--- src/rtl/hamming_dec_engine.sv ---
// Hamming SECDED decoder stage: reads 16-bit codewords from data memory,
// corrects/flags them and writes back 11-bit messages with error flags.
module hamming_dec_engine #(
  parameter int NUM_WORDS = 15,
  parameter int SRC_BASE  = 30,
  parameter int DST_BASE  = 0,
  parameter int ADDR_W    = 8,
  parameter int CNT_W     = 4
) (
  input  logic              clk,
  input  logic              reset,
  input  logic              start,
  output logic              done,
  output logic              busy,
  output logic [ADDR_W-1:0] mem_rd_addr,
  input  logic [7:0]        mem_rd_data,
  output logic              mem_wr_en,
  output logic [ADDR_W-1:0] mem_wr_addr,
  output logic [7:0]        mem_wr_data,
  output logic [CNT_W-1:0]  n_single,
  output logic [CNT_W-1:0]  n_double
);

  localparam logic [2:0] S_IDLE  = 3'd0;
  localparam logic [2:0] S_RD_LO = 3'd1;
  localparam logic [2:0] S_RD_HI = 3'd2;
  localparam logic [2:0] S_CAP   = 3'd3;
  localparam logic [2:0] S_WR_LO = 3'd4;
  localparam logic [2:0] S_WR_HI = 3'd5;
  localparam logic [2:0] S_DONE  = 3'd6;

  localparam logic [CNT_W-1:0] LAST = CNT_W'(NUM_WORDS - 1);

  logic [2:0]        state;
  logic [CNT_W-1:0]  idx;
  logic [7:0]        lo_q;
  logic [7:0]        out_hi;
  logic [7:0]        out_lo;

  logic [15:0]       w;
  logic [3:0]        syn;
  logic              par;
  logic [10:0]       data;
  logic [1:0]        flag;
  logic [ADDR_W-1:0] off;

  // Syndrome is the XOR of the positions of all set bits 1..15.
  always_comb begin
    int j;
    w    = {mem_rd_data, lo_q};
    syn  = 4'd0;
    par  = ^w;
    data = 11'd0;
    flag = 2'b00;
    j    = 0;
    for (int k = 1; k < 16; k++) begin
      if (w[k]) syn = syn ^ 4'(k);
    end
    for (int k = 3; k < 16; k++) begin
      if (k != 4 && k != 8) begin
        data[j] = w[k] ^ (par && (syn == 4'(k)));
        j = j + 1;
      end
    end
    if (par) flag = 2'b01;
    else if (syn != 4'd0) flag = 2'b10;
  end

  // Sequencer: five cycles per word, counters saturate.
  always_ff @(posedge clk or negedge reset) begin
    if (!reset) begin
      state    <= S_IDLE;
      idx      <= '0;
      lo_q     <= 8'd0;
      out_hi   <= 8'd0;
      out_lo   <= 8'd0;
      n_single <= '0;
      n_double <= '0;
      done     <= 1'b0;
    end else begin
      case (state)
        S_IDLE: begin
          if (start) begin
            idx      <= '0;
            n_single <= '0;
            n_double <= '0;
            state    <= S_RD_LO;
          end
        end
        S_RD_LO: state <= S_RD_HI;
        S_RD_HI: begin
          lo_q  <= mem_rd_data;
          state <= S_CAP;
        end
        S_CAP: begin
          out_hi <= {flag, 3'b000, data[10:8]};
          out_lo <= data[7:0];
          if (flag[0] && n_single != '1)
            n_single <= n_single + 1'b1;
          if (flag[1] && n_double != '1)
            n_double <= n_double + 1'b1;
          state <= S_WR_LO;
        end
        S_WR_LO: state <= S_WR_HI;
        S_WR_HI: begin
          idx <= idx + 1'b1;
          if (idx == LAST) state <= S_DONE;
          else state <= S_RD_LO;
        end
        S_DONE: begin
          if (start) begin
            done     <= 1'b0;
            idx      <= '0;
            n_single <= '0;
            n_double <= '0;
            state    <= S_RD_LO;
          end else begin
            done <= 1'b1;
          end
        end
        default: state <= S_IDLE;
      endcase
    end
  end

  assign off  = ADDR_W'({idx, 1'b0});
  assign busy = (state != S_IDLE) && (state != S_DONE);

  // Memory port drive; everything idles at zero outside its state.
  always_comb begin
    mem_rd_addr = '0;
    mem_wr_addr = '0;
    mem_wr_data = 8'd0;
    mem_wr_en   = 1'b0;
    case (state)
      S_RD_LO: mem_rd_addr = ADDR_W'(SRC_BASE) + off;
      S_RD_HI: mem_rd_addr = ADDR_W'(SRC_BASE) + off + ADDR_W'(1);
      S_WR_LO: begin
        mem_wr_en   = 1'b1;
        mem_wr_addr = ADDR_W'(DST_BASE) + off;
        mem_wr_data = out_lo;
      end
      S_WR_HI: begin
        mem_wr_en   = 1'b1;
        mem_wr_addr = ADDR_W'(DST_BASE) + off + ADDR_W'(1);
        mem_wr_data = out_hi;
      end
      default: ;
    endcase
  end

endmodule

--- config.mk ---
export PLATFORM = sky130hd
export DESIGN_NAME = hamming_dec_engine
export DESIGN_NICKNAME = d
export VERILOG_FILES = /design/src/rtl/hamming_dec_engine.sv
export SDC_FILE = /design/constraint.sdc
export NUM_CORES = 1
export LEC_CHECK = 0
export CAP_MARGIN = 0
export CORE_MARGIN = 2
export CORE_UTILIZATION = 55
export CTS_BUF_LIST = sky130_fd_sc_hd__clkbuf_4 sky130_fd_sc_hd__clkbuf_8 sky130_fd_sc_hd__clkbuf_16
export DETAILED_ROUTE_END_ITERATION = 10
export DONT_BUFFER_PORTS = 1
export PLACE_DENSITY = 0.81
export SYNTH_ARGS = -nofsm -noshare
export SYNTH_HDL_FRONTEND = slang
export SYNTH_SLANG_ARGS = --single-unit
export TNS_END_PERCENT = 5
--- constraint.sdc ---
create_clock -name clk -period 1.9 [get_ports clk]
set_input_delay 0 -clock clk [delete_from_list [all_inputs] [get_ports clk]]
set_output_delay 0 -clock clk [all_outputs]
set_load 0.05 [all_outputs]
==> results of run 1 <==
per-layer routing:
layer  share of wire [%]  GRT usage (%)  vias up
met5                   0              0        -
met3                 7.7           5.49       11
met4                 1.8           10.7        0
met2                  50           40.6       94
li1                    -              -      980
met1                  40           34.5     1026
Yosys cell counts, drive strengths merged (2+ instances only):
cell type,count,area (µm²)
a211oi,8,65.1
a21oi,5,25.0
a311oi,2,17.5
a41oi,2,17.5
and2,6,37.5
and3,6,42.5
buf,9,61.3
clkbuf,6,22.5
dfrtp,37,926
ha,5,62.6
inv,8,30.0
mux2,9,101
mux2i,10,100
nand2,23,86.3
nand3,5,25.0
nand4,8,50.1
nor2,17,63.8
nor3,5,30.0
nor4,2,12.5
o211ai,2,15.0
o21ai,17,85.1
o22ai,2,18.8
o41ai,2,17.5
or4,2,15.0
xnor2,26,288
xnor3,4,91.3
xor2,14,153
registers in the layout, summed over array words and instances (netlist names):
signal	cells
out_lo	8
state	3
done	1
n_single	4
out_hi	5
idx	4
lo_q	8
n_double	4
what timing repair did:
action / in CTS / in global routing
endpoints found under the setup margin: 20 / 21
endpoints found under the hold margin: 56 / 2
hold buffers: 10 / 1
gates resized for setup: 14 / 21
pin swaps: 7 / 22
setup buffers: 4 / 9
per-stage QoR:
step | instances | instance area [µm²] | worst slack, ns | hold WS [ns] | utilization [%]
2_1_floorplan | 255 | 2550 | -0.102 | -0.296 | -
3_3_place_gp | 329 | 2800 | -0.191 | -0.295 | 64.0
6_report | 361 | 3360 | -0.353 | 0.0112 | 76.7
4_1_cts | 351 | 3130 | -0.282 | -0.146 | 71.4
3_5_place_dp | 329 | 2800 | -0.243 | -0.295 | 64.0
5_1_grt | 361 | 3360 | -0.399 | 0.0538 | 76.7
final cells by class:
class                           instances  area (µm²)
Clock buffer                            7        96.3
Clock inverter                          1        5.00
Fill cell                             284        1020
Inverter                                8        37.5
Multi-Input combinational cell        195        1720
Sequential cell                        37         928
Tap cell                               52        65.1
Timing Repair Buffer                   61         507
final timing paths:
path                       slack (ns)  cells past startpoint  startpoint     endpoint
min in group asynchronous        0.14                      2       reset      lo_q[2]
max                             -0.35                      8     lo_q[3]    out_lo[7]
min reg2reg                      0.48                      2   out_lo[3]    out_lo[3]
max in group asynchronous        1.56                      2       reset    out_lo[4]
min                              0.01                      3       start  n_double[0]
max reg2reg                     -0.35                      8     lo_q[3]    out_lo[7]
kinds of logic after synthesis:
kind of cell	count (synthesis)	share of synthesized area [%]
XOR/XNOR	44	21.1
multiplexers	19	7.99
adder cells (fa/ha/maj)	5	2.48
AO/OA/AOI/OAI	43	11.3
other	1	0.149
flip-flops	37	36.7
AND/OR/NAND/NOR	79	15.7
buffers and inverters	23	4.52
layout by cell type (no fill, tap or decap), drive strengths merged, types with 2 or more instances in the layout:
master	n
conb	5
dfrtp	37
nand3	5
o41ai	2
clkinvlp	2
inv	6
dlygate4sd3	10
nor4	2
buf	51
nor3	5
and2	6
or4	2
nor2	17
o21ai	17
nand4	8
xnor2	26
a21oi	5
xnor3	4
nand2	23
o211ai	2
a41oi	2
mux2i	10
xor2	14
ha	5
and3	6
o22ai	2
a211oi	8
a311oi	2
clkbuf	7
mux2	9
worst max-delay path, delay by kind of cell, from the launching register on:
kind,cells,cell delay (ns)
AO/OA/AOI/OAI,2,0.41
AND/OR/NAND/NOR,1,0.41
flip-flops,1,0.44
buffers and inverters,2,0.30
XOR/XNOR,3,0.58
==> results.md, run 1 <==
* Outcome: finished, violations left
* Failing checks: setup timing
* Min-delay worst type: in2reg
* Wire length per cell at approximately 19 µm
* ANT nets after route at 0
* Iter 0 DRT Violations at approximately 130
* Synth Flop Type: dfrtp_1
* Worst path slowest cell: dfrtp_2
* Ports at 46
* Crit-path max FO at 4
* Final setup skew at approximately 0.0096 ns
* Fin crit share at 119%
* Clock Latency Late Sink at 0.30 ns
* CP Capture Type: flop
* Final setup TNS at -4.98 ns
* Gate Count Post-Synth at about 250
* P&R area growth vs syn at 33.4%
* Fmax at 0.444 GHz
* Total global routing overflow at 0
* Final HPWL DP at 3.84 mm
* Port bufs at 0
* Residual DRC at 0
* First-pass GRT wire length at just under 10 mm
* Worst EP arrival at ~2.5 ns
* Final Hold Vio Count at 0
* Pin count of the biggest net entering global routing at 38
* Die Ht at about 70 µm
* Sequential fraction of the synthesis area at 36.7%
* WS Path Type: reg2reg
* PnR worst setup slack at -0.353 ns
* CP Launch Type: flop
* Initial antenna violation count at 0
* Syn Std Cell Area at approximately 2500 µm²
* Die X at between 70 and 80 µm
* Pre-antenna DRT Iters at 4
* Worst EP required at around 2.1 ns
* Max-cap violations at 0
* Post-DR vias/cell at approximately 6
* GRT Overall Usage at around 26%
* Core area at between 4000 and 5000 µm²
* GPL Wtd Cong at around 0.87
* # setup viols final at 20
* Clock Path Buffers at 2
* Clock buffer count from CTS at 5
* Cell variety after synth at 47
* Slew margin rel. at a little over 60%
* Post-synth EDFFs at 0
* Seq cells post-synth at 37
* H-tree levels at 2
* Clk sinks at 37
* Max-slew violation count at 0
* Die area at between 5000 and 6000 µm²
* Number of global-route vias before repair at a little under 2,000
* Crit-path cells: buf_6 > xnor2_4 > xor2_4 > buf_4 > nor4_2 > o22ai_1 > xor2_1 > o21ai_0
* Clock-pin transition on the worst setup and hold timing paths at roughly 0.08 ns
* Ant diodes at 0
* RSZ-0062 raised after global routing: yes
* Vias at 2,111
* CTS root buffer: clkbuf_8
* Initial core utilization at between 50% and 60%
* WL final at about 7 mm
* CTS tree: built
* Fraction of registers with async set/reset at 100%
* Mean post-synth cell area at between 10 and 15 µm²
* Std cell rows at 24
* Min cycle time layout at ~2.3 ns
* Crit path largest cell delay at about 0.44 ns
* # nets final at around 320
* Actual slew at the worst max-slew pin at approximately 0.59 ns
* Synthesis Warnings at 0
* Layout cells sized above 1 at approximately a third
Power of run 1 is left out: the tool's default activity adds up to more than one toggle a clock period on the data nets, which glitch-free logic cannot reach.
==> run 2, diff against run 1 <==
--- a/config.mk
+++ b/config.mk
@@ -11,7 +11,8 @@
 export CTS_BUF_LIST = sky130_fd_sc_hd__clkbuf_4 sky130_fd_sc_hd__clkbuf_8 sky130_fd_sc_hd__clkbuf_16
 export DETAILED_ROUTE_END_ITERATION = 10
 export DONT_BUFFER_PORTS = 1
-export PLACE_DENSITY = 0.81
+export PLACE_DENSITY = 0.78
+export SETUP_SLACK_MARGIN = 0.3
 export SYNTH_ARGS = -nofsm -noshare
 export SYNTH_HDL_FRONTEND = slang
 export SYNTH_SLANG_ARGS = --single-unit
==> constraint.sdc (replaced) <==
create_clock -name clk -period 2.74 [get_ports clk]
set_input_delay 0 -clock clk [delete_from_list [all_inputs] [get_ports clk]]
set_output_delay 0 -clock clk [all_outputs]
set_load 0.05 [all_outputs]
==> results.md, run 2 (synthesis gave the netlist of run 1 again) <==
* Outcome: finished, final reports clean (was finished, violations left)
* CTS tree: built (unchanged)
* Most common cell after layout, fill and taps aside: dfrtp_1 (was buf_4)
* Std cell rows at 24 (unchanged)
* Max-slew violation count at 0 (unchanged)
* WL final at 5.04 mm (was 6.86 mm)
* Fillers at 356 (was 284)
* Fmax at 0.438 GHz (was 0.444 GHz)
* Min cycle time layout at 2.28 ns (was 2.25 ns)
* Wire length per cell at 15.7 µm (was 19.0 µm)
* CP Launch Type: flop (unchanged)
* Layout cells sized above 1 at 17.1% (was 35.3%)
* Clock Path Buffers at 2 (unchanged)
* H-tree levels at 2 (unchanged)
* Worst EP arrival at 2.47 ns (was 2.45 ns)
* Residual DRC at 0 (unchanged)
* Clock-pin transition on the worst setup and hold timing paths at 0.07 ns (was 0.08 ns)
* WS Path Type: reg2reg (unchanged)
* Final setup skew at 0.00871 ns (was 0.00962 ns)
* # setup viols final at 0 (was 20)
* P&R area growth vs syn at 12.1% (was 33.4%)
* # nets final at 284 (was 324)
* Iter 0 DRT Violations at 127 (was 126)
* Total global routing overflow at 0 (unchanged)
* Ports at 46 (unchanged)
* Clk sinks at 37 (unchanged)
* GPL Wtd Cong at 0.915 (was 0.872)
* Initial antenna violation count at 0 (unchanged)
* Slew margin rel. at 37.5% (was 60.5%)
* Pre-antenna DRT Iters at 4 (unchanged)
* Crit-path max FO at 5 (was 4)
* Worst EP required at 2.93 ns (was 2.10 ns)
* Actual slew at the worst max-slew pin at 0.935 ns (was 0.593 ns)
* First-pass GRT wire length at 8.74 mm (was 9.94 mm)
* Min-delay worst type: in2reg (unchanged)
* CTS root buffer: clkbuf_8 (unchanged)
* Die area at 5140 µm² (unchanged)
* Fin crit share at 83.2% (was 119%)
* Initial core utilization at 57.5% (unchanged)
* Regs by FF count: lo_q x8, out_lo x8, out_hi x5 (unchanged)
* Ant diodes at 0 (unchanged)
* Worst reg2reg setup slack at 0.46 ns (was -0.35 ns)
* Pre-CTS WS at 0.505 ns (was -0.243 ns)
* Die X at 71.7 µm (unchanged)
* Clock Latency Late Sink at 0.30 ns (about the same)
* PnR worst setup slack at 0.459 ns (was -0.353 ns)
* Final HPWL DP at 3.61 mm (was 3.84 mm)
* Clock buffer count from CTS at 5 (unchanged)
* ANT nets after route at 0 (unchanged)
* Port bufs at 0 (unchanged)
* Final setup TNS at 0 ns (was -4.98 ns)
* Core area at 4380 µm² (unchanged)
* Die Ht at 71.7 µm (unchanged)
* Vias at 1,847 (was 2,111)
* Number of global-route vias before repair at 1,777 (was 1,975)
* Post-DR vias/cell at 5.75 (was 5.85)
* Pin count of the biggest net entering global routing at 38 (unchanged)
* Max-cap violations at 0 (unchanged)
* Commonest non-fill, non-tap cells in the layout: 37 x dfrtp_1, 23 x nand2_1, 18 x xnor2_1, 17 x nor2_1, 16 x o21ai_0 (was 47 x buf_4, 35 x dfrtp_1, 22 x nand2_1, 17 x nor2_1, 17 x xnor2_1)
* RSZ-0062 raised after global routing: no (was yes)
* CP Capture Type: flop (unchanged)
* Final Hold Vio Count at 0 (unchanged)
* GRT Overall Usage at 22.4% (was 25.7%)
* Post-CTS Setup Inserts at 0 (was 4)
[run 2: through the flow]
stage | hold slack [ns] | area, µm² | cells | util [%]
finish | 0.0241 | 2820 | 321 | 64.4
global route | 0.0448 | 2820 | 321 | 64.4
CTS | 0.00839 | 2810 | 321 | 64.2
detailed placement | -0.294 | 2590 | 302 | 59.1
global placement | -0.294 | 2590 | 302 | 59.1
floorplan | -0.296 | 2530 | 255 | -
[run 2: cell type report]
class | count | area (µm²) | area share, %
multi-input cells | 195 | 1510 | 53.3
flip-flops and latches | 37 | 926 | 32.8
repair buffers | 21 | 195 | 6.91
clock buffers | 7 | 96.3 | 3.41
well taps | 52 | 65.1 | 2.30
inverters | 8 | 30.0 | 1.06
clock inverters | 1 | 5.00 | 0.177
[run 2: what timing repair did]
item,4_1_cts,5_1_grt
endpoints found under the hold margin,56,0
hold buffers,11,0
gates resized for setup,0,1
setup endpoints to repair,0,1
[run 2: critical path, stage by stage, from the launching register on]
cell and delay (ns):
dfrtp_1 0.46, xor2_2 0.32, xnor3_2 0.49, nor3_2 0.25, o22ai_2 0.13, and3_1 0.23
a311oi_1 0.29
[run 2: final timing paths]
kind,start,end,cells after the start
worst max register to register,lo_q[7],n_double[2],6
worst max-delay path,lo_q[7],n_double[2],6
min in group asynchronous,reset,out_lo[1],2
worst min register to register,out_lo[4],out_lo[4],2
max in group asynchronous,reset,n_single[1],2
worst min-delay path,start,n_single[0],3
[run 2: layer usage]
layer | vias to the layer above | track usage, % | wire, µm
met2 | 59 | 34.2 | 2300
met4 | 0 | 7.55 | 73
met1 | 881 | 30.9 | 2320
li1 | 901 | - | -
met3 | 6 | 6.19 | 343
met5 | - | 0 | 0
Power of run 2 is left out for the same reason.
